<file path="config.mk">
export PLATFORM = sky130hd
export DESIGN_NAME = move_sequencer
export DESIGN_NICKNAME = d
export VERILOG_FILES = /design/src/rtl/rbot_pkg.sv /design/src/rtl/move_sequencer_settle_timer.sv /design/src/rtl/move_sequencer.sv
export SDC_FILE = /design/constraint.sdc
export NUM_CORES = 1
export LEC_CHECK = 0
export ABC_AREA = 1
export CORE_ASPECT_RATIO = 0.9
export CORE_MARGIN = 10
export CORE_UTILIZATION = 30
export CTS_BUF_LIST = sky130_fd_sc_hd__clkbuf_16
export DETAILED_ROUTE_END_ITERATION = 6
export PLACE_DENSITY = 0.57
export SYNTH_ARGS = -nofsm -noshare
export SYNTH_HDL_FRONTEND = slang
export SYNTH_SLANG_ARGS = --single-unit
</file>
<file path="constraint.sdc">
create_clock -name clock -period 1.5 [get_ports clock]
set_clock_uncertainty 0.1 [all_clocks]
set_input_delay 0.15 -clock clock [delete_from_list [all_inputs] [get_ports clock]]
set_output_delay 0.15 -clock clock [all_outputs]
set_load 0.05 [all_outputs]
</file>
<file path="src/rtl/rbot_pkg.sv">
// rbot_pkg: shared move codes, batch geometry, sequencer state encoding and legality check
// Contents: MOVE_W/NUM_SLOTS geometry, MOVE_NONE and R..Di codes (2..13), seq_state_t, is_legal_move()
package rbot_pkg;
   localparam int MOVE_W    = 4;
   localparam int NUM_SLOTS = 15;
   localparam logic [MOVE_W-1:0] MOVE_NONE = 4'd0;
   localparam logic [MOVE_W-1:0] MOVE_R    = 4'd2;
   localparam logic [MOVE_W-1:0] MOVE_RI   = 4'd3;
   localparam logic [MOVE_W-1:0] MOVE_L    = 4'd4;
   localparam logic [MOVE_W-1:0] MOVE_LI   = 4'd5;
   localparam logic [MOVE_W-1:0] MOVE_F    = 4'd6;
   localparam logic [MOVE_W-1:0] MOVE_FI   = 4'd7;
   localparam logic [MOVE_W-1:0] MOVE_B    = 4'd8;
   localparam logic [MOVE_W-1:0] MOVE_BI   = 4'd9;
   localparam logic [MOVE_W-1:0] MOVE_U    = 4'd10;
   localparam logic [MOVE_W-1:0] MOVE_UI   = 4'd11;
   localparam logic [MOVE_W-1:0] MOVE_D    = 4'd12;
   localparam logic [MOVE_W-1:0] MOVE_DI   = 4'd13;
   typedef enum logic [2:0] {ST_IDLE, ST_SCAN, ST_ISSUE, ST_WAIT, ST_SETTLE, ST_DONE} seq_state_t;
   function automatic logic is_legal_move(input logic [MOVE_W-1:0] code);
      return code >= MOVE_R && code <= MOVE_DI;
   endfunction
endpackage

</file>
<file path="src/rtl/move_sequencer_settle_timer.sv">
// settle_timer: load/count/expire down-counter timing the mechanical settle after each move
// Ports: clock, reset_n (async, active low), load (restart a CYCLES-long interval),
//        en (count while settling), expired (interval elapsed / timer idle)
module settle_timer #(
   parameter int CYCLES = 1000
) (
   input  logic clock,
   input  logic reset_n,
   input  logic load,
   input  logic en,
   output logic expired
);
   localparam int CW = CYCLES > 1 ? $clog2(CYCLES) : 1;
   // Loading CYCLES-1 and expiring at zero makes the settle state last exactly CYCLES clocks.
   localparam logic [CW-1:0] LOAD_VAL = CW'(CYCLES > 0 ? CYCLES - 1 : 0);
   logic [CW-1:0] cnt;
   always_ff @(posedge clock or negedge reset_n)
      if (!reset_n) cnt <= '0;
      else if (load) cnt <= LOAD_VAL;
      else if (en && cnt != '0) cnt <= cnt - 1'b1;
   assign expired = cnt == '0;
endmodule

</file>
<file path="src/rtl/move_sequencer.sv">
// move_sequencer: unpacks buffered move batches and issues single moves to the motor controller
// Ports: clock, reset_n (async, active low); moves/new_moves (batch capture strobe);
//        move/move_valid/move_ready (issue handshake), move_done (move physically complete);
//        batch_done (1-cycle pulse), busy, overflow (sticky), bad_code (sticky);
//        total_moves (saturating completed-move count, only with MOVE_SEQUENCER_COUNT_EN defined)
module move_sequencer #(
   parameter int NUM_SLOTS     = rbot_pkg::NUM_SLOTS,
   parameter int MOVE_W        = rbot_pkg::MOVE_W,
   parameter int SETTLE_CYCLES = 1000
) (
   input  logic                        clock,
   input  logic                        reset_n,
   input  logic [NUM_SLOTS*MOVE_W-1:0] moves,
   input  logic                        new_moves,
   output logic [MOVE_W-1:0]           move,
   output logic                        move_valid,
   input  logic                        move_ready,
   input  logic                        move_done,
   output logic                        batch_done,
   output logic                        busy,
   output logic                        overflow,
   output logic                        bad_code
`ifdef MOVE_SEQUENCER_COUNT_EN
   ,
   output logic [15:0]                 total_moves
`endif
);
   import rbot_pkg::*;
   localparam int BW = NUM_SLOTS * MOVE_W;
   localparam int CW = $clog2(NUM_SLOTS + 1);
   seq_state_t state;
   logic [BW-1:0] pend, active;
   logic pend_full, transfer, expired;
   logic [CW-1:0] cnt;
   logic [MOVE_W-1:0] top;
   assign top      = active[BW-1 -: MOVE_W];
   assign transfer = state == ST_IDLE && pend_full;
   assign busy     = state != ST_IDLE || pend_full;
   settle_timer #(.CYCLES(SETTLE_CYCLES)) u_settle (
      .clock  (clock),
      .reset_n(reset_n),
      .load   (state == ST_WAIT && move_done),
      .en     (state == ST_SETTLE),
      .expired(expired)
   );
   // A strobe is only dropped when pending stays occupied; a transfer in the same cycle frees it.
   always_ff @(posedge clock or negedge reset_n)
      if (!reset_n) begin
         pend      <= '0;
         pend_full <= 1'b0;
         overflow  <= 1'b0;
      end else if (new_moves && pend_full && !transfer) overflow <= 1'b1;
      else if (new_moves) begin
         pend      <= moves;
         pend_full <= 1'b1;
      end else if (transfer) pend_full <= 1'b0;
   always_ff @(posedge clock or negedge reset_n)
      if (!reset_n) begin
         state      <= ST_IDLE;
         active     <= '0;
         cnt        <= '0;
         move       <= '0;
         move_valid <= 1'b0;
         batch_done <= 1'b0;
         bad_code   <= 1'b0;
      end else begin
         batch_done <= 1'b0;
         case (state)
            ST_IDLE: if (pend_full) begin
               active <= pend;
               cnt    <= CW'(NUM_SLOTS);
               state  <= ST_SCAN;
            end
            ST_SCAN: if (is_legal_move(top)) begin
               move       <= top;
               move_valid <= 1'b1;
               state      <= ST_ISSUE;
            end else begin
               if (top != '0) bad_code <= 1'b1;
               active <= active << MOVE_W;
               cnt    <= cnt - 1'b1;
               if (cnt == CW'(1)) begin
                  state      <= ST_DONE;
                  batch_done <= 1'b1;
               end
            end
            ST_ISSUE: if (move_ready) begin
               move       <= '0;
               move_valid <= 1'b0;
               state      <= ST_WAIT;
            end
            // With no settle the last completion goes straight to DONE, since SCAN assumes slots remain.
            ST_WAIT: if (move_done) begin
               active     <= active << MOVE_W;
               cnt        <= cnt - 1'b1;
               state      <= SETTLE_CYCLES > 0 ? ST_SETTLE : (cnt == CW'(1) ? ST_DONE : ST_SCAN);
               batch_done <= SETTLE_CYCLES == 0 && cnt == CW'(1);
            end
            ST_SETTLE: if (expired) begin
               state      <= cnt == '0 ? ST_DONE : ST_SCAN;
               batch_done <= cnt == '0;
            end
            ST_DONE: state <= ST_IDLE;
            default: state <= ST_IDLE;
         endcase
      end
`ifdef MOVE_SEQUENCER_COUNT_EN
   always_ff @(posedge clock or negedge reset_n)
      if (!reset_n) total_moves <= '0;
      else if (state == ST_WAIT && move_done && total_moves != 16'hFFFF) total_moves <= total_moves + 16'd1;
`endif
endmodule
</file>
After elaboration in Yosys (flattened, before gate mapping):

Cells that the tools add are included.

* register bits after elaboration: 146
* input port bits: 65
* output and inout port bits: 9
* word-level logic and storage cells: 83

* add/sub/neg operators: 2
* order comparisons: 2
* equal/unequal tests: 12
* multiplexer cells: 30
* bitwise logic cells: 2
* reductions and logical operators: 24

Operators by type and width (count)
* 60-bit 2-to-1 mux: 3
* 60-bit one-hot mux with 3 select lines: 1
* 3-bit 2-to-1 mux: 7
* 10-bit 2-to-1 mux: 2
* 4-bit 2-to-1 mux: 5
* 3-bit one-hot mux with 5 select lines: 1
* 2-bit inequality test, second input constant: 6
* 4-bit one-hot mux with 3 select lines: 1
* 10-bit zero test: 1
* 10-bit nonzero test: 1
* 10-bit by 1-bit subtractor with 10-bit output, second input constant: 1
* 4-bit one-hot mux with 2 select lines: 1
* 1-bit 2-to-1 mux: 7
* 3-bit by 2-bit equality test with 1-bit output, second input constant: 2
* 1-bit logical AND: 6
* 3-bit AND reduction: 2
* 2-bit nonzero test: 3
* 3-bit nonzero test: 2
* 5-bit AND reduction: 1
* 4-bit by 1-bit equality test with 1-bit output, second input constant: 1
* 4-bit by 2-bit greater-or-equal comparator with 1-bit output, second input constant: 1
* 4-bit <= comparator, second input constant: 1
* 4-bit zero test: 1
* 1-bit one-hot mux with 2 select lines: 2
* other kinds (11): 13

Longest topological paths before layout:

Gate-level depths: netlist (run 1).

* depth in word-level cells: 6
* gate-level depth with buffers: 9
* depth with buffers taken out: 8

Cells and area by module:

Synthesis (run 1) repeated with hierarchy kept, for this count alone.

* cells, all modules: 722
* area, all modules: 6605.1 um^2

Modules (own cells, without submodules)
* move_sequencer: instances 1, cells an instance 626, area an instance 5916.9 um^2, seq. area each 3403.3 um^2
* settle_timer: instances 1, cells an instance 96, area an instance 688.2 um^2, seq. area each 250.2 um^2

Worst setup path after synthesis (run 1):

OpenSTA, ideal clock, no wires.

* path type: register to register
* from: register state[1]
* to: register cnt[2]
* setup time: 83 ps
* data arrival time: 1817 ps
* data required time: 1317 ps
* setup slack: -500 ps
* stages on the path, launching flop included: 9
* path buffers: 3
* period minus slack after synthesis: 2000 ps
* cells stage by stage: dfrtp_1 -> buf_6 -> nor2_1 -> nand3b_1 -> nand4_2 -> buf_6 -> buf_4 -> nand2_1 -> o21ai_0

* cells in the longest elaborated chain, start to end: 3
* elaborated cells on any way between the ends: 9
* those cells by class: 5 x eq/ne; 1 x mux; 3 x reduce/logical

Ends and longest elaborated chain
* start: declaration: RTL line move_sequencer.sv:31 `seq_state_t state;`
* start signal: assignment: RTL line move_sequencer.sv:96 `state <= SETTLE_CYCLES > 0 ? ST_SETTLE : (cnt == CW'(1) ? ST_DONE : ST_SCAN);`
* start signal: assignment: RTL line move_sequencer.sv:100 `state <= cnt == '0 ? ST_DONE : ST_SCAN;`
* 3-bit by 1-bit equality test with 1-bit output, or another cell as far along: RTL line move_sequencer.sv:68 `case (state)`
* 2-bit inequality test (no line) or 3-bit nonzero test (tied branches)
* 4-bit AND reduction (no line)
* end signal: assignment: RTL line move_sequencer.sv:71 `cnt <= CW'(NUM_SLOTS);`
* end signal: assignment: RTL line move_sequencer.sv:81 `cnt <= cnt - 1'b1;`
* end signal: assignment: RTL line move_sequencer.sv:95 `cnt <= cnt - 1'b1;`
* end: declaration: RTL line move_sequencer.sv:34 `logic [CW-1:0] cnt;`

Several ways; a longest one is shown, not always the timed one.
A chain may end at the register's enable or synchronous reset.

Worst setup path after layout (run 1):

* from: register state[0]
* to: output port busy

* cells in the longest elaborated chain, start to end: 2

Ends and longest elaborated chain
* 3-bit nonzero test: RTL line move_sequencer.sv:38 `assign busy = state != ST_IDLE || pend_full;`
* 1-bit logical OR: RTL line move_sequencer.sv:38
* end: declaration: RTL line move_sequencer.sv:20 `output logic busy,`

No other way between the ends.

==> results.sh, run 1 <==
export IMPL_outcome="finished, violations left"
export IMPL_grt_util_all_layers=0.106
export IMPL_cap_violations=0
export IMPL_finalCriticalPeriod_ns=1.80
export IMPL_hold_path_class="in -> async"
export IMPL_die_h_um=159
export IMPL_p_comb_frac=0.034
export IMPL_path_clk_slew_ns=0.06
export IMPL_synth_nets=646
export IMPL_post_route_period_util=1.20
export IMPL_overflow=0
export IMPL_slowest_delay_ns=0.42
export IMPL_core_mm2=0.0209
export IMPL_grt_pass1_wl_um=23400
export IMPL_vias=4646
export IMPL_cp_required_ns=1.25
export IMPL_nets=781
export IMPL_rsz0062_at_grt="yes"
export IMPL_cp_slowest_cell="dfrtp_2"
export IMPL_p_int_mw=6.36
export IMPL_routed_top_layer="met4"
export IMPL_fp_dieW_um=174
export IMPL_hold_viol_final=0
export IMPL_startpoint_type="flip-flop"
export IMPL_setup_viol=135
export IMPL_slew_headroom=0.732
export IMPL_violations="setup timing"
export IMPL_p_per_area_mw_per_mm2=899
export IMPL_seq_power_share=0.483
export IMPL_leakage_nw=4.53
export IMPL_drtIter0Drc=241
export IMPL_drcViolationCount=0
export IMPL_worstReg2RegStart="state[1]$_DFFE_PN0P_"
export IMPL_crit_family="buffers and inverters"
export IMPL_place_ws_ns=-0.222
export IMPL_cts_tree="done"
export IMPL_rows=50
export IMPL_first_global_vias=4616
export IMPL_switchingPower_mw=1.79
export IMPL_viasPerCell=4.60
export IMPL_dpl_cell_count=943
export IMPL_clock_latency_ns=0.43
export IMPL_cts_buffer_depth=2
export IMPL_ant_nets=0
export IMPL_start_util=0.306
export IMPL_areaGrowthSynthToFinish_pct=41.8
export IMPL_first_pass_iters=4
export IMPL_yosysWarnings=0
export IMPL_gp_congestion=0.784
export IMPL_max_freq_mhz=557
export IMPL_cts_buffers_inserted=17
export IMPL_startpoint="state[0]$_DFFE_PN0P_"
export IMPL_dieArea_mm2=0.0276
export IMPL_worstPathArrival_ns=1.55
export IMPL_layout_drive_gt1_share=0.293
export IMPL_worstSetupPathType="reg -> out"
export IMPL_clock_sinks=146
export IMPL_htreeDepth=4
export IMPL_p_clk_frac=0.483
export IMPL_wirelength_met1_um=7750
export IMPL_crit_buf_inv=3
export IMPL_wl_um=16300
export IMPL_grt_start_max_net_pins=57
export IMPL_drv_slew=0
export IMPL_crit_path_end_kind="output pin"
export IMPL_fin_cells=1010
export IMPL_antenna_found_initial=0
export IMPL_worst_slew_pin_slew_ns=0.401
export IMPL_io_pins=74
export IMPL_fin_area_mm2=0.00907
export IMPL_placed_area_mm2=0.00775
export IMPL_cts_root_buffer_cell="clkbuf_16"
export IMPL_synthCells=577
export IMPL_wl_per_cell_um=16.1
export IMPL_syn_area_mm2=0.00639
export IMPL_syn_area_per_cell_um2=11.1
export IMPL_final_fill_count=1953
export IMPL_synth_seq_cells=146
export IMPL_timing_final_ws_setup_ns=-0.296
export IMPL_crit_path_cell_trace="nor2_4, buf_6, nand3b_1, buf_4, buf_12"
export IMPL_port_buffers=73
export IMPL_max_vdd_ir_drop_uv=553
export IMPL_wl_met2_um=7690
export IMPL_antennaDiodeCount=0
export IMPL_hpwl_um=9750
export IMPL_path_max_fanout=2
export IMPL_synth_yosys_seq_area_share=0.571
export IMPL_switching_share=0.220
export IMPL_synth_cell_types=26
export IMPL_wl_met3_um=664
state kept, by name, summed over array words and instances (netlist names):
register,count
active,60
pend,60
state,3
batch_done,1
move_valid,1
move,4
overflow,1
cnt,4
pend_full,1
u_settle.cnt,10
bad_code,1
cell families (layout without fill, tap and decap cells):
family | count (synthesis) | in the layout | share of synthesized area
AO/OA/AOI/OAI | 76 | 76 | 0.0603
buffers and inverters | 50 | 197 | 0.0434
AND/OR/NAND/NOR | 182 | 182 | 0.120
multiplexers | 116 | 116 | 0.193
XOR/XNOR | 3 | 3 | 0.00411
flip-flops | 146 | 146 | 0.571
adder cells (fa/ha/maj) | 4 | 4 | 0.00783
stage by stage:
step | TNS, ns | hold slack (ns) | power, mW | utilization
after global routing | -32.88 | 0.146 | 8.42 | 0.434
after global placement | -15.41 | -0.0110 | 4.29 | 0.371
after CTS | -15.11 | 0.121 | 8.25 | 0.406
after floorplan | -24.02 | -0.246 | 4.01 | -
after detailed placement | -18.55 | -0.00387 | 4.29 | 0.371
final | -21.93 | 0.113 | 8.15 | 0.434
area by class of cell:
class	count	area, um^2	share of cell area
multi-input cells	381	2680	0.295
flip-flops and latches	146	3660	0.403
inverters	24	92.6	0.0102
clock buffers	17	425	0.0469
repair buffers	142	1740	0.192
clock inverters	14	115	0.0127
well taps	286	358	0.0395
cell usage after synthesis, drive strengths merged:
master / number / share of area
mux2: 60 / 0.11
buf: 21 / 0.026
o21bai: 2 / 0.0023
o21ai: 71 / 0.056
inv: 24 / 0.014
ha: 4 / 0.0078
nor3: 2 / 0.0016
clkbuf: 5 / 0.0029
nand3b: 5 / 0.0059
mux2i: 56 / 0.088
a21oi: 3 / 0.0023
xor2: 3 / 0.0041
dfrtp: 146 / 0.57
nand3: 26 / 0.021
nand2: 120 / 0.072
nand4: 3 / 0.0039
nor2: 26 / 0.016
placed cells by master, fill, tap and decap left out, drive strengths merged:
master and n:
inv 27, clkdlybuf4s50 63, nor2 26, o21ai 71
bufbuf 1, bufinv 1, a21oi 3, nand3b 5
xor2 3, nand4 3, nand3 26, clkbuf 26
clkinv 6, nor3 2, dfrtp 146, clkinvlp 4
nand2 120, mux2 60, ha 4, buf 68
mux2i 56, o21bai 2, dlygate4sd3 1
path summary, 6_finish.rpt:
| kind | end | slack, ns | depth (start not counted) |
|---|---|---|---|
| max | busy | -0.30 | 5 |
| min | u_settle.cnt[8]$_DFFE_PN0P_ | 0.11 | 2 |
| max reg2reg | active[32]$_DFFE_PN0P_ | -0.26 | 9 |
| min reg2reg | active[48]$_DFFE_PN0P_ | 0.39 | 2 |
| max in group asynchronous | state[1]$_DFFE_PN0P_ | 0.63 | 3 |
| min in group clock | pend[14]$_DFFE_PN0P_ | 0.23 | 2 |
power by group through the flow:
stage | Clock (mW) | Combinational (mW) | Sequential [mW]
final | 3.93 | 0.277 | 3.94
after global routing | 4.18 | 0.306 | 3.94
after CTS | 4.03 | 0.286 | 3.94
after detailed placement | 0 | 0.282 | 4.01
after global placement | 0 | 0.277 | 4.01
after floorplan | 0 | 0.00304 | 4.01
timing repair:
item	in CTS	in global routing
pin swaps	2	8
hold endpoints to repair	146	0
setup endpoints to repair	140	144
gates resized for setup	20	73
hold buffers	1	0
setup buffers	7	12
cloned	3	15
routing by layer:
layer  vias up  track usage
met5         -            0
met4         0       0.0354
met3        14       0.0346
met2        85        0.166
met1      2314        0.136
li1       2233            -
Note: power is estimated with default switching activity, not from simulation.
==> run 2, diff against run 1 <==
--- a/config.mk
+++ b/config.mk
@@ -11,7 +11,8 @@
 export CORE_UTILIZATION = 30
 export CTS_BUF_LIST = sky130_fd_sc_hd__clkbuf_16
 export DETAILED_ROUTE_END_ITERATION = 6
-export PLACE_DENSITY = 0.57
+export GPL_ROUTABILITY_DRIVEN = 1
+export PLACE_DENSITY = 0.58
 export SYNTH_ARGS = -nofsm -noshare
 export SYNTH_HDL_FRONTEND = slang
 export SYNTH_SLANG_ARGS = --single-unit
==> run 2 against run 1 <==
Against the previous run:
- the flow still finishes with violations (setup timing)
- hold slack worse by 0.019 ns
- flip-flop and latch count stayed put
- final area is 6.1% higher
- global-route usage is 1.1 points higher
- sequential share of layout area is 2.3 points lower
- die area stayed put
- via count is 0.97% higher
- highest routed layer unchanged
- utilization is 2.6 points higher
==> results.sh, run 2 (same netlist as run 1, synthesis figures left out) <==
export IMPL_fp_dieW_um=174
export IMPL_post_route_period_util=1.18
export IMPL_hold_path_class="in -> async"
export IMPL_clock_sinks=146
export IMPL_grt_start_max_net_pins=52
export IMPL_crit_top_cell="nand2_4"
export IMPL_drv_slew=0
export IMPL_vias=4691
export IMPL_setup_viol=133
export IMPL_setup_tns_ns=-24.35
export IMPL_switchingPower_mw=1.84
export IMPL_port_buffers=73
export IMPL_crit_family="buffers and inverters"
export IMPL_p_comb_frac=0.033
export IMPL_seq_power_share=0.461
export IMPL_crit_buf_inv=4
export IMPL_holdWs_ns=0.0945
export IMPL_rsz0062_at_grt="yes"
export IMPL_path_max_fanout=9
export IMPL_worstSetupPathType="reg -> reg"
export IMPL_nets=799
export IMPL_clock_latency_ns=0.43
export IMPL_gp_congestion=0.753
export IMPL_drcViolationCount=0
export IMPL_hold_viol_final=0
export IMPL_dieArea_mm2=0.0276
export IMPL_cts_tree="done"
export IMPL_wl_um=17100
export IMPL_rows=50
export IMPL_layout_drive_gt1_share=0.365
export IMPL_crit_path_end_kind="flip-flop"
export IMPL_fin_area_mm2=0.00962
export IMPL_reg_largest_list="active: 60 flops, pend: 60 flops, u_settle.cnt: 10 flops"
export IMPL_startpoint="state[2]$_DFFE_PN0P_"
export IMPL_fin_cells=1029
export IMPL_cts_buffer_depth=2
export IMPL_timing_final_ws_setup_ns=-0.277
export IMPL_final_common_cell="dfrtp_1"
export IMPL_ant_nets=0
export IMPL_grt_pass1_wl_um=25600
export IMPL_first_global_vias=4793
export IMPL_cts_buffers_inserted=17
export IMPL_r2r_cells=8
export IMPL_slew_headroom=0.746
export IMPL_cp_required_ns=1.70
export IMPL_wl_per_cell_um=16.6
export IMPL_worstPathArrival_ns=1.98
export IMPL_cp_slowest_cell="dfrtp_1"
export IMPL_grt_util_all_layers=0.118
export IMPL_first_pass_iters=5
export IMPL_cp_depth=8
export IMPL_start_util=0.306
export IMPL_p_clk_frac=0.506
export IMPL_p_total_mw=8.54
export IMPL_worstSetupEndpoint="pend[16]$_DFFE_PN0P_"
export IMPL_violations="setup timing"
export IMPL_areaGrowthSynthToFinish_pct=50.4
export IMPL_crit_path_cell_trace="inv_2, buf_4, nand2_4, nand2_4, nand2_8, buf_6, buf_16, mux2_2"
export IMPL_rrSetupSlack_ns=-0.28
export IMPL_antenna_found_initial=0
export IMPL_path_clk_slew_ns=0.06
export IMPL_worstReg2RegStart="state[2]$_DFFE_PN0P_"
export IMPL_p_per_area_mw_per_mm2=888
export IMPL_cts_root_buffer_cell="clkbuf_16"
export IMPL_switching_share=0.215
export IMPL_finalCriticalPeriod_ns=1.78
export IMPL_p_int_mw=6.70
export IMPL_overflow=0
export IMPL_antennaDiodeCount=0
export IMPL_max_freq_mhz=563
export IMPL_drtIter0Drc=218
export IMPL_slowest_delay_ns=0.39
export IMPL_dpl_cell_count=954
export IMPL_utilization=0.460
export IMPL_r2r_end="pend[16]$_DFFE_PN0P_"
export IMPL_leakage_nw=4.74
export IMPL_placed_area_mm2=0.00786
export IMPL_io_pins=74
export IMPL_cap_violations=0
export IMPL_final_cell_mix="dfrtp_1 (144), nand2_1 (91), clkdlybuf4s50_1 (63)"
export IMPL_startpoint_type="flip-flop"
export IMPL_die_h_um=159
export IMPL_outcome="finished, violations left"
export IMPL_hpwl_um=9830
export IMPL_core_mm2=0.0209
export IMPL_viasPerCell=4.56
export IMPL_place_ws_ns=-0.169
export IMPL_worst_slew_pin_slew_ns=0.381
export IMPL_max_vdd_ir_drop_uv=575
export IMPL_htreeDepth=4
## run 2: how the worst min path moves through the flow
| stage | startpoint | endpoint | cells after the start |
|---|---|---|---|
| 4_1_cts | reset_n | pend[25]$_DFFE_PN0P_ | 2 |
| 6_report | reset_n | active[31]$_DFFE_PN0P_ | 2 |
| 2_1_floorplan | reset_n | active[0]$_DFFE_PN0P_ | 0 |
| 3_5_place_dp | reset_n | pend[32]$_DFFE_PN0P_ | 1 |
| 3_3_place_gp | reset_n | pend[32]$_DFFE_PN0P_ | 1 |
| 5_1_grt | reset_n | pend[35]$_DFFE_PN0P_ | 2 |
## run 2: final cells by class
| class | count | area, um^2 |
|---|---|---|
| fill | 1928 | 11300 |
| sequential | 146 | 3660 |
| multi-input combinational | 381 | 2820 |
| timing repair buffer | 160 | 2100 |
| clock buffer | 17 | 425 |
| tap | 286 | 358 |
| clock inverter | 15 | 166 |
| inverter | 24 | 92.6 |
## run 2: layer usage
metal / global-route usage / vias up / share of wire
met5: 0 / - / 0
met4: 0.0354 / 0 / 0.015
met3: 0.0336 / 21 / 0.037
met2: 0.185 / 89 / 0.47
met1: 0.155 / 2299 / 0.47
li1: - / 2282 / -
## run 2: timing repair
item / in CTS / in global routing
gates cloned: 9 / 9
hold buffers: 1 / 0
setup buffers: 15 / 11
resized for setup: 46 / 109
pin swaps: 4 / 8
setup endpoints to repair: 142 / 143
hold endpoints to repair: 146 / 0
## run 2: power by group through the flow
stage | clock network [mW] | logic (mW) | registers, mW
6_report | 4.32 | 0.279 | 3.94
5_1_grt | 4.54 | 0.310 | 3.94
3_5_place_dp | 0 | 0.283 | 4.01
3_3_place_gp | 0 | 0.285 | 4.01
2_1_floorplan | 0 | 0.00304 | 4.01
4_1_cts | 4.39 | 0.289 | 3.94
==> run 3, diff against run 2 <==
--- a/config.mk
+++ b/config.mk
@@ -8,11 +8,11 @@
 export ABC_AREA = 1
 export CORE_ASPECT_RATIO = 0.9
 export CORE_MARGIN = 10
-export CORE_UTILIZATION = 30
+export CORE_UTILIZATION = 50
 export CTS_BUF_LIST = sky130_fd_sc_hd__clkbuf_16
 export DETAILED_ROUTE_END_ITERATION = 6
 export GPL_ROUTABILITY_DRIVEN = 1
-export PLACE_DENSITY = 0.58
+export PLACE_DENSITY = 0.83
 export SYNTH_ARGS = -nofsm -noshare
 export SYNTH_HDL_FRONTEND = slang
 export SYNTH_SLANG_ARGS = --single-unit
==> run 3 against run 2 <==
Against the previous run:
- the flow still finishes with violations (setup timing)
- worst setup slack got worse by 0.065 ns
- global-route usage up 7.5 points
- critical path depth unchanged
- critical path type unchanged
- largest power group unchanged
==> results.sh, run 3 (same netlist as run 1, synthesis figures left out) <==
export IMPL_outcome="finished, violations left"
export IMPL_violations="setup timing"
export IMPL_cp_required_ns=1.71
export IMPL_setup_viol=144
export IMPL_path_max_fanout=4
export IMPL_areaGrowthSynthToFinish_pct=58.6
export IMPL_overflow=0
export IMPL_hpwl_um=9700
export IMPL_clock_latency_ns=0.43
export IMPL_drcViolationCount=0
export IMPL_path_clk_slew_ns=0.07
export IMPL_worstSetupPathType="reg -> reg"
export IMPL_rows=39
export IMPL_layout_drive_gt1_share=0.465
export IMPL_crit_path_end_kind="flip-flop"
export IMPL_rrSetupSlack_ns=-0.34
export IMPL_reg_largest_list="active: 60 flops, pend: 60 flops, u_settle.cnt: 10 flops"
export IMPL_start_util=0.508
export IMPL_max_freq_mhz=543
export IMPL_crit_buf_inv=3
export IMPL_gp_congestion=0.802
export IMPL_first_global_vias=5414
export IMPL_grt_util_all_layers=0.192
export IMPL_startpoint="state[0]$_DFFE_PN0P_"
export IMPL_timing_final_ws_setup_ns=-0.341
export IMPL_startpoint_type="flip-flop"
export IMPL_port_buffers=73
export IMPL_vias=5493
export IMPL_drtIter0Drc=516
export IMPL_post_route_period_util=1.23
export IMPL_max_vdd_ir_drop_uv=955
export IMPL_crit_family="flip-flops"
export IMPL_r2r_cells=8
export IMPL_drv_slew=0
export IMPL_viasPerCell=5.94
export IMPL_die_h_um=127
export IMPL_crit_path_cell_trace="nor2_4, buf_4, nand2_2, nand2_4, nand2_4, buf_4, buf_4, mux2_2"
export IMPL_slowest_delay_ns=0.46
export IMPL_setup_tns_ns=-34.53
export IMPL_grt_pass1_wl_um=27700
export IMPL_r2r_end="pend[5]$_DFFE_PN0P_"
export IMPL_p_per_area_mw_per_mm2=857
export IMPL_cts_buffer_depth=2
export IMPL_wl_per_cell_um=24.3
export IMPL_ant_nets=0
export IMPL_p_total_mw=8.69
export IMPL_hold_viol_final=0
export IMPL_cp_depth=8
export IMPL_cap_violations=0
export IMPL_worstReg2RegStart="state[0]$_DFFE_PN0P_"
export IMPL_finalCriticalPeriod_ns=1.84
export IMPL_final_cell_mix="dfrtp_1 (142), clkdlybuf4s50_1 (63), mux2_2 (60)"
export IMPL_io_pins=74
export IMPL_fp_dieW_um=139
export IMPL_crit_top_cell="buf_4"
export IMPL_place_ws_ns=-0.181
export IMPL_antenna_found_initial=0
export IMPL_rsz0062_at_grt="yes"
export IMPL_cp_slowest_cell="dfrtp_2"
export IMPL_hold_path_class="in -> async"
export IMPL_htreeDepth=4
export IMPL_cts_tree="done"
export IMPL_clock_sinks=146
export IMPL_dieArea_mm2=0.0177
export IMPL_final_common_cell="dfrtp_1"
export IMPL_worstSetupEndpoint="pend[5]$_DFFE_PN0P_"
export IMPL_antennaDiodeCount=0
export IMPL_worstPathArrival_ns=2.05
export IMPL_leakage_nw=4.87
export IMPL_slew_headroom=0.704
export IMPL_core_mm2=0.0126
export IMPL_wl_um=22500
export IMPL_worst_slew_pin_slew_ns=0.445
export IMPL_first_pass_iters=5
export IMPL_cts_root_buffer_cell="clkbuf_16"
export IMPL_cts_buffers_inserted=17
export IMPL_nets=818
export IMPL_grt_start_max_net_pins=46
-- run 3: per-stage QoR --
step           utilization  instances  cell area, um^2  hold WS (ns)
2_1_floorplan            -        577             6450        -0.246
3_3_place_gp         0.613        829             7720      -0.00461
3_5_place_dp         0.613        829             7720      -0.00395
4_1_cts              0.722        895             9090         0.125
5_1_grt              0.805        925            10100         0.143
6_report             0.805        925            10100         0.111
-- run 3: report_power, final --
part | switching [mW] | internal, mW | total, mW
combinational | 0.120 | 0.169 | 0.290
sequential | 0.000000000000000117 | 3.94 | 3.94
clock | 1.73 | 2.74 | 4.47
total | 1.85 | 6.85 | 8.69
-- run 3: layer usage --
metal | wire (um) | global-route usage
met3 | 1190 | 0.0463
met4 | 1310 | 0.0822
met1 | 8610 | 0.220
met2 | 11400 | 0.339
met5 | 0 | 0
-- run 3: what timing repair did --
| action | 4_1_cts | 5_1_grt |
|---|---|---|
| buffers inserted | 21 | 25 |
| gates resized for setup | 106 | 201 |
| cloned | 14 | 13 |
| hold endpoints to repair | 146 | 0 |
| pin swaps | 12 | 31 |
| endpoints found under the setup margin | 142 | 145 |
| hold buffers | 1 | 0 |
-- run 3: area by class of cell --
| type | count | area, um^2 |
|---|---|---|
| flip-flops and latches | 146 | 3660 |
| multi-input cells | 382 | 3250 |
| fillers | 591 | 2450 |
| repair buffers | 178 | 2340 |
| clock buffers | 17 | 425 |
| well taps | 164 | 205 |
| clock inverters | 14 | 170 |
| inverters | 24 | 95.1 |
-- run 3: worst min path at each step --
stage | from | to | slack (ns) | depth (start not counted)
finish | reset_n | active[47]$_DFFE_PN0P_ | 0.11 | 2
global route | reset_n | active[52]$_DFFE_PN0P_ | 0.14 | 2
CTS | reset_n | pend[42]$_DFFE_PN0P_ | 0.12 | 2
detailed placement | reset_n | pend[44]$_DFFE_PN0P_ | -0.004 | 1
global placement | reset_n | pend[45]$_DFFE_PN0P_ | -0.005 | 1
floorplan | reset_n | active[0]$_DFFE_PN0P_ | -0.25 | 0
-- run 3: worst register-to-register path, cell delays in order (launching register included) --
cell	delay (ns)
dfrtp_2	0.46
nor2_4	0.14
buf_4	0.12
nand2_2	0.07
nand2_4	0.12
nand2_4	0.12
buf_4	0.18
buf_4	0.15
mux2_2	0.27
